### src/rtl/rgb_to_ddr_writer_if.sv
// Bundle of the FIFO read-side and Spartan-6 MCB write-port signals used by
// rgb_to_ddr_writer. The master modport is the writer; the slave modport is
// the environment (async FIFO read side plus MCB port).
//
// Handshake semantics:
//   fifo_read_enable is a read strobe. Each high cycle pops one word, and that
//   word appears on fifo_data_out in the following cycle. The master only reads
//   when fifo_rd_data_count already covers a whole burst.
//   mcb_wr_en pushes one mcb_wr_data/mcb_wr_mask word into the MCB write FIFO.
//   Space is checked once, before a burst starts, so writes are never refused.
//   mcb_cmd_en is the valid strobe and !mcb_cmd_full is the ready. A command is
//   transferred in a cycle where both are true, and mcb_cmd_en is only raised
//   in such cycles.
interface rgb_to_ddr_writer_if #(
  parameter int RGB_WIDTH        = 24,
  parameter int DATA_COUNT_WIDTH = 13,
  parameter int ADDR_WIDTH       = 30
);
  logic [RGB_WIDTH-1:0]        fifo_data_out;
  logic [DATA_COUNT_WIDTH-1:0] fifo_rd_data_count;
  logic                        fifo_empty;
  logic                        fifo_read_enable;

  logic                        mcb_cmd_en;
  logic [2:0]                  mcb_cmd_instr;
  logic [5:0]                  mcb_cmd_bl;
  logic [ADDR_WIDTH-1:0]       mcb_cmd_byte_addr;
  logic                        mcb_cmd_full;

  logic                        mcb_wr_en;
  logic [31:0]                 mcb_wr_data;
  logic [3:0]                  mcb_wr_mask;
  logic                        mcb_wr_full;
  logic [6:0]                  mcb_wr_count;
  logic                        mcb_wr_underrun;
  logic                        mcb_wr_error;

  modport master (
    input  fifo_data_out, fifo_rd_data_count, fifo_empty,
    output fifo_read_enable,
    output mcb_cmd_en, mcb_cmd_instr, mcb_cmd_bl, mcb_cmd_byte_addr,
    input  mcb_cmd_full,
    output mcb_wr_en, mcb_wr_data, mcb_wr_mask,
    input  mcb_wr_full, mcb_wr_count, mcb_wr_underrun, mcb_wr_error
  );

  modport slave (
    output fifo_data_out, fifo_rd_data_count, fifo_empty,
    input  fifo_read_enable,
    input  mcb_cmd_en, mcb_cmd_instr, mcb_cmd_bl, mcb_cmd_byte_addr,
    output mcb_cmd_full,
    input  mcb_wr_en, mcb_wr_data, mcb_wr_mask,
    output mcb_wr_full, mcb_wr_count, mcb_wr_underrun, mcb_wr_error
  );
endinterface

### src/rtl/rgb_to_ddr_writer.sv
// Drains 24-bit pixels from the pixel-to-DDR async FIFO (DDR clock domain) and
// writes them to DDR through one MCB write port in fixed-length bursts. Each
// pixel becomes {8'h00, rgb}. Burst addresses walk linearly through one frame
// buffer and wrap to its base after the last burst of a frame.
module rgb_to_ddr_writer #(
  parameter int RGB_WIDTH        = 24,
  parameter int DATA_COUNT_WIDTH = 13,
  parameter int BURST_LEN        = 32,
  parameter int ADDR_WIDTH       = 30,
  parameter int FRAME_BASE       = 0,
  parameter int FRAME_WORDS      = 786432
) (
  input  logic                       clk,
  input  logic                       rst_n,
  input  logic                       enable,
  rgb_to_ddr_writer_if.master        bus,
  output logic                       busy,
  output logic                       frame_done,
  output logic                       error,
  output logic [1:0]                 dbg_state
);

  typedef enum logic [1:0] {
    S_IDLE  = 2'd0,
    S_FILL  = 2'd1,
    S_DRAIN = 2'd2,
    S_CMD   = 2'd3
  } state_t;

  localparam int WC_W = $clog2(FRAME_WORDS + 1);

  localparam logic [5:0]            LAST_RD   = 6'(BURST_LEN - 1);
  localparam logic [WC_W-1:0]       WORD_STEP = WC_W'(BURST_LEN);
  localparam logic [WC_W-1:0]       LAST_CNT  = WC_W'(FRAME_WORDS - BURST_LEN);
  localparam logic [ADDR_WIDTH-1:0] ADDR_STEP = ADDR_WIDTH'(4 * BURST_LEN);
  localparam logic [ADDR_WIDTH-1:0] ADDR_BASE = ADDR_WIDTH'(FRAME_BASE);
  localparam logic [DATA_COUNT_WIDTH-1:0] MIN_LEVEL = DATA_COUNT_WIDTH'(BURST_LEN);
  localparam logic [6:0]            MAX_WR_COUNT = 7'(64 - BURST_LEN);

  state_t                  state;
  logic [5:0]              rd_cnt;
  logic                    drain_cnt;
  logic [ADDR_WIDTH-1:0]   addr;
  logic [WC_W-1:0]         word_cnt;
  logic                    rd_d1;

  logic start_ok;
  logic cmd_fire;
  logic last_burst;

  // A burst may start only when a whole burst is buffered upstream and the
  // MCB write FIFO has room for all of it, so nothing is monitored mid-burst.
  assign start_ok = enable
                 && (bus.fifo_rd_data_count >= MIN_LEVEL)
                 && !bus.mcb_wr_full
                 && (bus.mcb_wr_count <= MAX_WR_COUNT);

  // The command goes out in the first CMD cycle where the command FIFO has room.
  assign cmd_fire   = (state == S_CMD) && !bus.mcb_cmd_full;
  assign last_burst = (word_cnt == LAST_CNT);

  assign bus.mcb_cmd_en        = cmd_fire;
  assign bus.mcb_cmd_instr     = 3'b000;
  assign bus.mcb_cmd_bl        = 6'(BURST_LEN - 1);
  assign bus.mcb_cmd_byte_addr = addr;
  assign bus.mcb_wr_mask       = 4'b0000;

  assign frame_done = cmd_fire && last_burst;
  assign busy       = (state != S_IDLE);
  assign dbg_state  = state;

  // Burst sequencer: read BURST_LEN pixels, let the write pipe empty, then command.
  always_ff @(posedge clk or negedge rst_n) begin
    if (!rst_n) begin
      state                <= S_IDLE;
      bus.fifo_read_enable <= 1'b0;
      rd_cnt               <= '0;
      drain_cnt            <= 1'b0;
      addr                 <= ADDR_BASE;
      word_cnt             <= '0;
    end else begin
      case (state)
        S_IDLE: begin
          if (start_ok) begin
            state                <= S_FILL;
            bus.fifo_read_enable <= 1'b1;
            rd_cnt               <= '0;
          end
        end
        S_FILL: begin
          if (rd_cnt == LAST_RD) begin
            bus.fifo_read_enable <= 1'b0;
            drain_cnt            <= 1'b0;
            state                <= S_DRAIN;
          end else begin
            rd_cnt <= rd_cnt + 6'd1;
          end
        end
        S_DRAIN: begin
          // Two cycles cover the two data-path stages behind the last read.
          if (drain_cnt) begin
            state <= S_CMD;
          end else begin
            drain_cnt <= 1'b1;
          end
        end
        S_CMD: begin
          if (cmd_fire) begin
            state <= S_IDLE;
            if (last_burst) begin
              addr     <= ADDR_BASE;
              word_cnt <= '0;
            end else begin
              addr     <= addr + ADDR_STEP;
              word_cnt <= word_cnt + WORD_STEP;
            end
          end
        end
        default: state <= S_IDLE;
      endcase
    end
  end

  // Two-stage write path: FIFO data is valid the cycle after the read strobe
  // and is registered into the MCB write port one cycle after that.
  always_ff @(posedge clk or negedge rst_n) begin
    if (!rst_n) begin
      rd_d1           <= 1'b0;
      bus.mcb_wr_en   <= 1'b0;
      bus.mcb_wr_data <= '0;
    end else begin
      rd_d1         <= bus.fifo_read_enable;
      bus.mcb_wr_en <= rd_d1;
      if (rd_d1) begin
        bus.mcb_wr_data <= {{(32 - RGB_WIDTH){1'b0}}, bus.fifo_data_out};
      end
    end
  end

  // Sticky error: MCB underrun/error, or a read strobe while the FIFO is empty.
  always_ff @(posedge clk or negedge rst_n) begin
    if (!rst_n) begin
      error <= 1'b0;
    end else if (bus.mcb_wr_underrun || bus.mcb_wr_error
                 || (bus.fifo_empty && bus.fifo_read_enable)) begin
      error <= 1'b1;
    end
  end

endmodule

### src/flat_wrapper.sv
// flat-port wrapper written by rule: the top's interface ports become plain ports
module rgb_to_ddr_writer_flat 
#(
  parameter int RGB_WIDTH        = 24,
  parameter int DATA_COUNT_WIDTH = 13,
  parameter int BURST_LEN        = 32,
  parameter int ADDR_WIDTH       = 30,
  parameter int FRAME_BASE       = 0,
  parameter int FRAME_WORDS      = 786432
)
  (clk, rst_n, enable, busy, frame_done, error, dbg_state, bus_fifo_data_out, bus_fifo_rd_data_count, bus_fifo_empty, bus_fifo_read_enable, bus_mcb_cmd_en, bus_mcb_cmd_instr, bus_mcb_cmd_bl, bus_mcb_cmd_byte_addr, bus_mcb_cmd_full, bus_mcb_wr_en, bus_mcb_wr_data, bus_mcb_wr_mask, bus_mcb_wr_full, bus_mcb_wr_count, bus_mcb_wr_underrun, bus_mcb_wr_error);
  rgb_to_ddr_writer_if #(.RGB_WIDTH(RGB_WIDTH), .DATA_COUNT_WIDTH(DATA_COUNT_WIDTH), .ADDR_WIDTH(ADDR_WIDTH)) bus_i ();
  input  logic clk;
  input  logic rst_n;
  input  logic enable;
  output logic busy;
  output logic frame_done;
  output logic error;
  output logic [1:0] dbg_state;
  input wire logic [$bits(bus_i.fifo_data_out)-1:0] bus_fifo_data_out;
  input wire logic [$bits(bus_i.fifo_rd_data_count)-1:0] bus_fifo_rd_data_count;
  input wire logic [$bits(bus_i.fifo_empty)-1:0] bus_fifo_empty;
  output wire logic [$bits(bus_i.fifo_read_enable)-1:0] bus_fifo_read_enable;
  output wire logic [$bits(bus_i.mcb_cmd_en)-1:0] bus_mcb_cmd_en;
  output wire logic [$bits(bus_i.mcb_cmd_instr)-1:0] bus_mcb_cmd_instr;
  output wire logic [$bits(bus_i.mcb_cmd_bl)-1:0] bus_mcb_cmd_bl;
  output wire logic [$bits(bus_i.mcb_cmd_byte_addr)-1:0] bus_mcb_cmd_byte_addr;
  input wire logic [$bits(bus_i.mcb_cmd_full)-1:0] bus_mcb_cmd_full;
  output wire logic [$bits(bus_i.mcb_wr_en)-1:0] bus_mcb_wr_en;
  output wire logic [$bits(bus_i.mcb_wr_data)-1:0] bus_mcb_wr_data;
  output wire logic [$bits(bus_i.mcb_wr_mask)-1:0] bus_mcb_wr_mask;
  input wire logic [$bits(bus_i.mcb_wr_full)-1:0] bus_mcb_wr_full;
  input wire logic [$bits(bus_i.mcb_wr_count)-1:0] bus_mcb_wr_count;
  input wire logic [$bits(bus_i.mcb_wr_underrun)-1:0] bus_mcb_wr_underrun;
  input wire logic [$bits(bus_i.mcb_wr_error)-1:0] bus_mcb_wr_error;
  assign bus_i.fifo_data_out = bus_fifo_data_out;
  assign bus_i.fifo_rd_data_count = bus_fifo_rd_data_count;
  assign bus_i.fifo_empty = bus_fifo_empty;
  assign bus_fifo_read_enable = bus_i.fifo_read_enable;
  assign bus_mcb_cmd_en = bus_i.mcb_cmd_en;
  assign bus_mcb_cmd_instr = bus_i.mcb_cmd_instr;
  assign bus_mcb_cmd_bl = bus_i.mcb_cmd_bl;
  assign bus_mcb_cmd_byte_addr = bus_i.mcb_cmd_byte_addr;
  assign bus_i.mcb_cmd_full = bus_mcb_cmd_full;
  assign bus_mcb_wr_en = bus_i.mcb_wr_en;
  assign bus_mcb_wr_data = bus_i.mcb_wr_data;
  assign bus_mcb_wr_mask = bus_i.mcb_wr_mask;
  assign bus_i.mcb_wr_full = bus_mcb_wr_full;
  assign bus_i.mcb_wr_count = bus_mcb_wr_count;
  assign bus_i.mcb_wr_underrun = bus_mcb_wr_underrun;
  assign bus_i.mcb_wr_error = bus_mcb_wr_error;
  rgb_to_ddr_writer #(.RGB_WIDTH(RGB_WIDTH), .DATA_COUNT_WIDTH(DATA_COUNT_WIDTH), .BURST_LEN(BURST_LEN), .ADDR_WIDTH(ADDR_WIDTH), .FRAME_BASE(FRAME_BASE), .FRAME_WORDS(FRAME_WORDS)) u_core (.clk(clk), .rst_n(rst_n), .enable(enable), .bus(bus_i), .busy(busy), .frame_done(frame_done), .error(error), .dbg_state(dbg_state));
endmodule
### config.mk
export PLATFORM = sky130hd
export DESIGN_NAME = rgb_to_ddr_writer_flat
export DESIGN_NICKNAME = d
export VERILOG_FILES = /design/src/rtl/rgb_to_ddr_writer_if.sv /design/src/rtl/rgb_to_ddr_writer.sv /design/src/flat_wrapper.sv
export SDC_FILE = /design/constraint.sdc
export NUM_CORES = 1
export LEC_CHECK = 0
export CAP_MARGIN = 40
export CELL_PAD_IN_SITES_DETAIL_PLACEMENT = 1
export CELL_PAD_IN_SITES_GLOBAL_PLACEMENT = 1
export CORE_MARGIN = 2
export CORE_UTILIZATION = 31
export CTS_BUF_LIST = sky130_fd_sc_hd__clkbuf_8
export DETAILED_ROUTE_END_ITERATION = 8
export PLACE_DENSITY_LB_ADDON = 0.1
export SLEW_MARGIN = 25
export SYNTH_ARGS = -nofsm -noshare
export SYNTH_HDL_FRONTEND = slang
export SYNTH_SLANG_ARGS = --single-unit
export TNS_END_PERCENT = 5
### constraint.sdc
create_clock -name clk -period 2.3 [get_ports clk]
set_input_delay 0.69 -clock clk [delete_from_list [all_inputs] [get_ports clk]]
set_output_delay 0.69 -clock clk [all_outputs]
set_load 0.05 [all_outputs]
==> run summary <==
### Status
- finished, final reports clean — status

### Synthesis
- sky130_fd_sc_hd__dfrtp_1 — ys flop type
- 50.7% — register area share after synthesis
- 47 — number of different library cells in the post-synthesis netlist
- 50.7% — area share of the leading cell type in the synthesized netlist
- 0 — number of warnings reported in the yosys synthesis log
- 10.8 sq um — mean area per synthesized cell
- 0.00370 sq mm — netlist area before placement
- 100% — share of synthesized flip-flops with an asynchronous set or reset
- sky130_fd_sc_hd__dfrtp_1 — cell type with the largest total area after synthesis
- 0 — number of flops mapped to enable cells by yosys
- sky130_fd_sc_hd__dfrtp_1, sky130_fd_sc_hd__mux2_2, sky130_fd_sc_hd__xor2_1 — Area contributors post-synth
- 75 — number of storage elements in the synthesis netlist
- 342 — cell count after synthesis

### Timing
- 98.4% — post-route fraction of the period consumed by the critical path
- 0 — Setup-failing EPs final
- true — setup repair after global routing missed its margin
- 0.323 ns — Final Hold Slack
- 0 — Final Max Tran Viols
- 0 ns — accumulated negative setup slack
- 2.26 ns — final critical delay including setup and external delays
- 0 — hold violation count in the final report
- 61.4% — slew margin rel.
- 0.575 ns — worst slew pin tran
- 442 MHz — highest attainable clock frequency
- 0.00946 ns — Worst Skew

### Power and ir drop
- 26.5% — part of the total power dissipated in the clock network
- 39.3% — Sequential Power Share
- 790 mW/mm^2 — pwr/cell area
- 34.2% — share of total power in combinational logic
- 2.62 mW — Internal Dissipation
- 1.50 mW — reported net switching power
- 2.45 nW — P_leak
- 36.4% — Sw Ratio
- 4.11 mW — sum of internal, switching and leakage power
- 0.424 mV — maximum vdd drop

### Critical path
- input pin — Setup crit start kind
- 2.53 ns — Crit path required time
- clkdlybuf4s50_1 > or4_4 > o21ai_4 > a21oi_4 > a211oi_4 > mux2_4 — CP Cell Sequence
- 4 — Crit Path Max Fanout
- flip-flop — category of the worst setup path capture point
- sky130_fd_sc_hd__or4_4 — cell with the largest stage delay on the worst path
- in -> reg — Crit Path Class
- 2.50 ns — endpoint arrival time on the critical path
- 0.54 ns — highest cell delay on the worst timing path
- 8 — number of cell instances on the worst register-to-register path

### Routing
- 2882 — number of vias in the routed layout
- 0 — antenna viol nets, final
- 0 — number of remaining DRC errors
- 4.66 — via density per instance
- 4 — drt first pass iters
- 91 — DR iter-0 viols
- 14.7 um — routed length per instance
- 9.09 mm — wire length after detailed routing

### Worst hold path
- in -> async — classification of the worst-slack hold path

### Finish
- 20.8% — share of post-route cells with drive strength above 1
- 530 — layout net count
- sky130_fd_sc_hd__clkdlybuf4s50_1, sky130_fd_sc_hd__dfrtp_1, sky130_fd_sc_hd__buf_4 — most used cells in the layout excluding fill and tap cells
- 0.00520 sq mm — area of all placed cells without fillers
- 619 — final non-filler cell total
- 40.5% — area growth from synthesis to layout

### Clock tree
- 9 — total CTS buffers
- done — CTS tree
- 0.07 ns — clock transition time at the flip-flop clock pins of the worst setup and hold paths
- 2 — buffers from clock root to sink, at most
- 3 — CTS H-tree lvls
- 0.35 ns — clock insertion delay at the later pin of the skew report
- 75 — number of sinks handled by clock tree synthesis
- sky130_fd_sc_hd__clkbuf_8 — cell at the root of the clock tree

### GRT
- 3.11% — met3 global-route usage
- 14.6% — combined global-route utilization of all metal layers
- 1 — number of antenna violations at the first check in global routing
- 19.8% — met1 global-route usage
- 14.9 mm — wire length of the first global-routing pass
- 3012 — vias in the first global route
- 0 — global route overflow
- 23.2% — GR met2 Demand/Resource
- met2 — global-route layer with the greatest usage
- 41 — pin count of the biggest net entering global routing

### Place
- 101 — total of buffers placed on input and output ports
- 0.00491 sq mm — total cell area at the placement stage
- 596 — Post-Place Cells
- 6.76 mm — Detail Placement HPWL
- 0.752 — gp weighted congestion

### Floorplan
- 113 um — chip height
- 135 — I/O pin cnt
- 0.0116 sq mm — Floorplan Core Area
- 0.0128 sq mm — Total Die Area
- 113 um — x dimension of the die
- 39 — num rows
- 32.0% — starting utilization of the core area

### Job
- 0 — MaxCap Viol Count

power groups by stage:
stage | Combinational, mW | Sequential [mW] | Clock [mW]
after CTS | 1.43 | 1.62 | 1.13
after global routing | 1.53 | 1.65 | 1.18
final | 1.40 | 1.62 | 1.09
after floorplan | 0.703 | 1.83 | 0
after detailed placement | 1.40 | 1.64 | 0
after global placement | 1.37 | 1.64 | 0
synth_stat cells, types with 2 or more instances:
| library cell | instances |
|---|---|
| sky130_fd_sc_hd__nor4_1 | 3 |
| sky130_fd_sc_hd__a22o_1 | 3 |
| sky130_fd_sc_hd__xnor2_1 | 9 |
| sky130_fd_sc_hd__nor3_1 | 11 |
| sky130_fd_sc_hd__o21ai_1 | 2 |
| sky130_fd_sc_hd__xor2_1 | 25 |
| sky130_fd_sc_hd__o21ai_0 | 5 |
| sky130_fd_sc_hd__ha_1 | 8 |
| sky130_fd_sc_hd__conb_1 | 2 |
| sky130_fd_sc_hd__mux2_2 | 24 |
| sky130_fd_sc_hd__nor2_1 | 38 |
| sky130_fd_sc_hd__mux2i_1 | 2 |
| sky130_fd_sc_hd__nand2_1 | 20 |
| sky130_fd_sc_hd__nand4_1 | 15 |
| sky130_fd_sc_hd__and4_1 | 3 |
| sky130_fd_sc_hd__nand3_1 | 15 |
| sky130_fd_sc_hd__and3_1 | 6 |
| sky130_fd_sc_hd__clkbuf_1 | 8 |
| sky130_fd_sc_hd__dfrtp_1 | 75 |
| sky130_fd_sc_hd__buf_4 | 28 |
| sky130_fd_sc_hd__inv_1 | 8 |
| sky130_fd_sc_hd__a21oi_1 | 7 |
state kept, by name, summed over array words and instances, names as in the netlist:
| signal | flops |
|---|---|
| u_core.bus.fifo_read_enable | 1 |
| u_core.bus.mcb_cmd_byte_addr | 23 |
| u_core.bus.mcb_wr_data | 24 |
| u_core.bus.mcb_wr_en | 1 |
| u_core.dbg_state | 2 |
| u_core.drain_cnt | 1 |
| u_core.error | 1 |
| u_core.rd_cnt | 6 |
| u_core.rd_d1 | 1 |
| u_core.word_cnt | 15 |
final timing paths:
check                                            start                          endpoint  slack (ns)
hold / removal                                   rst_n        u_core.bus.mcb_wr_data[11]        0.32
setup / recovery                   bus_mcb_wr_count[0]               u_core.dbg_state[1]        0.04
hold reg to reg            u_core.bus.fifo_read_enable                      u_core.rd_d1        0.47
min in group clk           u_core.bus.fifo_read_enable                      u_core.rd_d1        0.47
setup reg to reg                   u_core.dbg_state[1]               u_core.word_cnt[18]        0.30
max in group asynchronous                        rst_n  u_core.bus.mcb_cmd_byte_addr[28]        1.38
worst max-delay path: cells and delay by family:
kind            cells  cell delay (ns)
mux                 1             0.32
buf+inv             1             0.40
compound gates      3             0.54
simple gates        1             0.54
cells by family after synthesis:
family	after synthesis	share of synthesized area, %
fa+ha+maj	8	2.70
compound gates	27	5.71
other cells	2	0.203
buf+inv	46	7.53
flops	75	50.7
mux	28	8.54
simple gates	122	16.6
xor+xnor	34	8.04
timing repair:
| action | in CTS | in global routing |
|---|---|---|
| hold buffers | 0 | 0 |
| setup endpoints to repair | 7 | 9 |
| gates resized for setup | 12 | 8 |
| setup buffers | 2 | 4 |
| pin swaps | 3 | 4 |
cell type report:
cell class | count | area (sq um)
repair buffers | 128 | 1220
clock buffers | 9 | 124
fillers | 1290 | 6360
flip-flops and latches | 75 | 1880
well taps | 143 | 179
multi-input cells | 247 | 1680
inverters | 9 | 33.8
diodes | 1 | 2.50
clock inverters | 7 | 85.1
stage by stage:
step	setup slack, ns	utilization [%]
CTS	-0.0475	44.5
global route	-0.111	45.0
finish	0.0358	45.0
detailed placement	-0.339	42.5
floorplan	-0.00301	-
global placement	-0.298	42.5
metal layers:
metal / share of wire [%] / up-vias
met4: 1.0 / 0
met1: 47 / 1417
met2: 47 / 84
met3: 5.2 / 8
li1: - / 1373
met5: 0 / -
(Power assumes the default switching activity.)
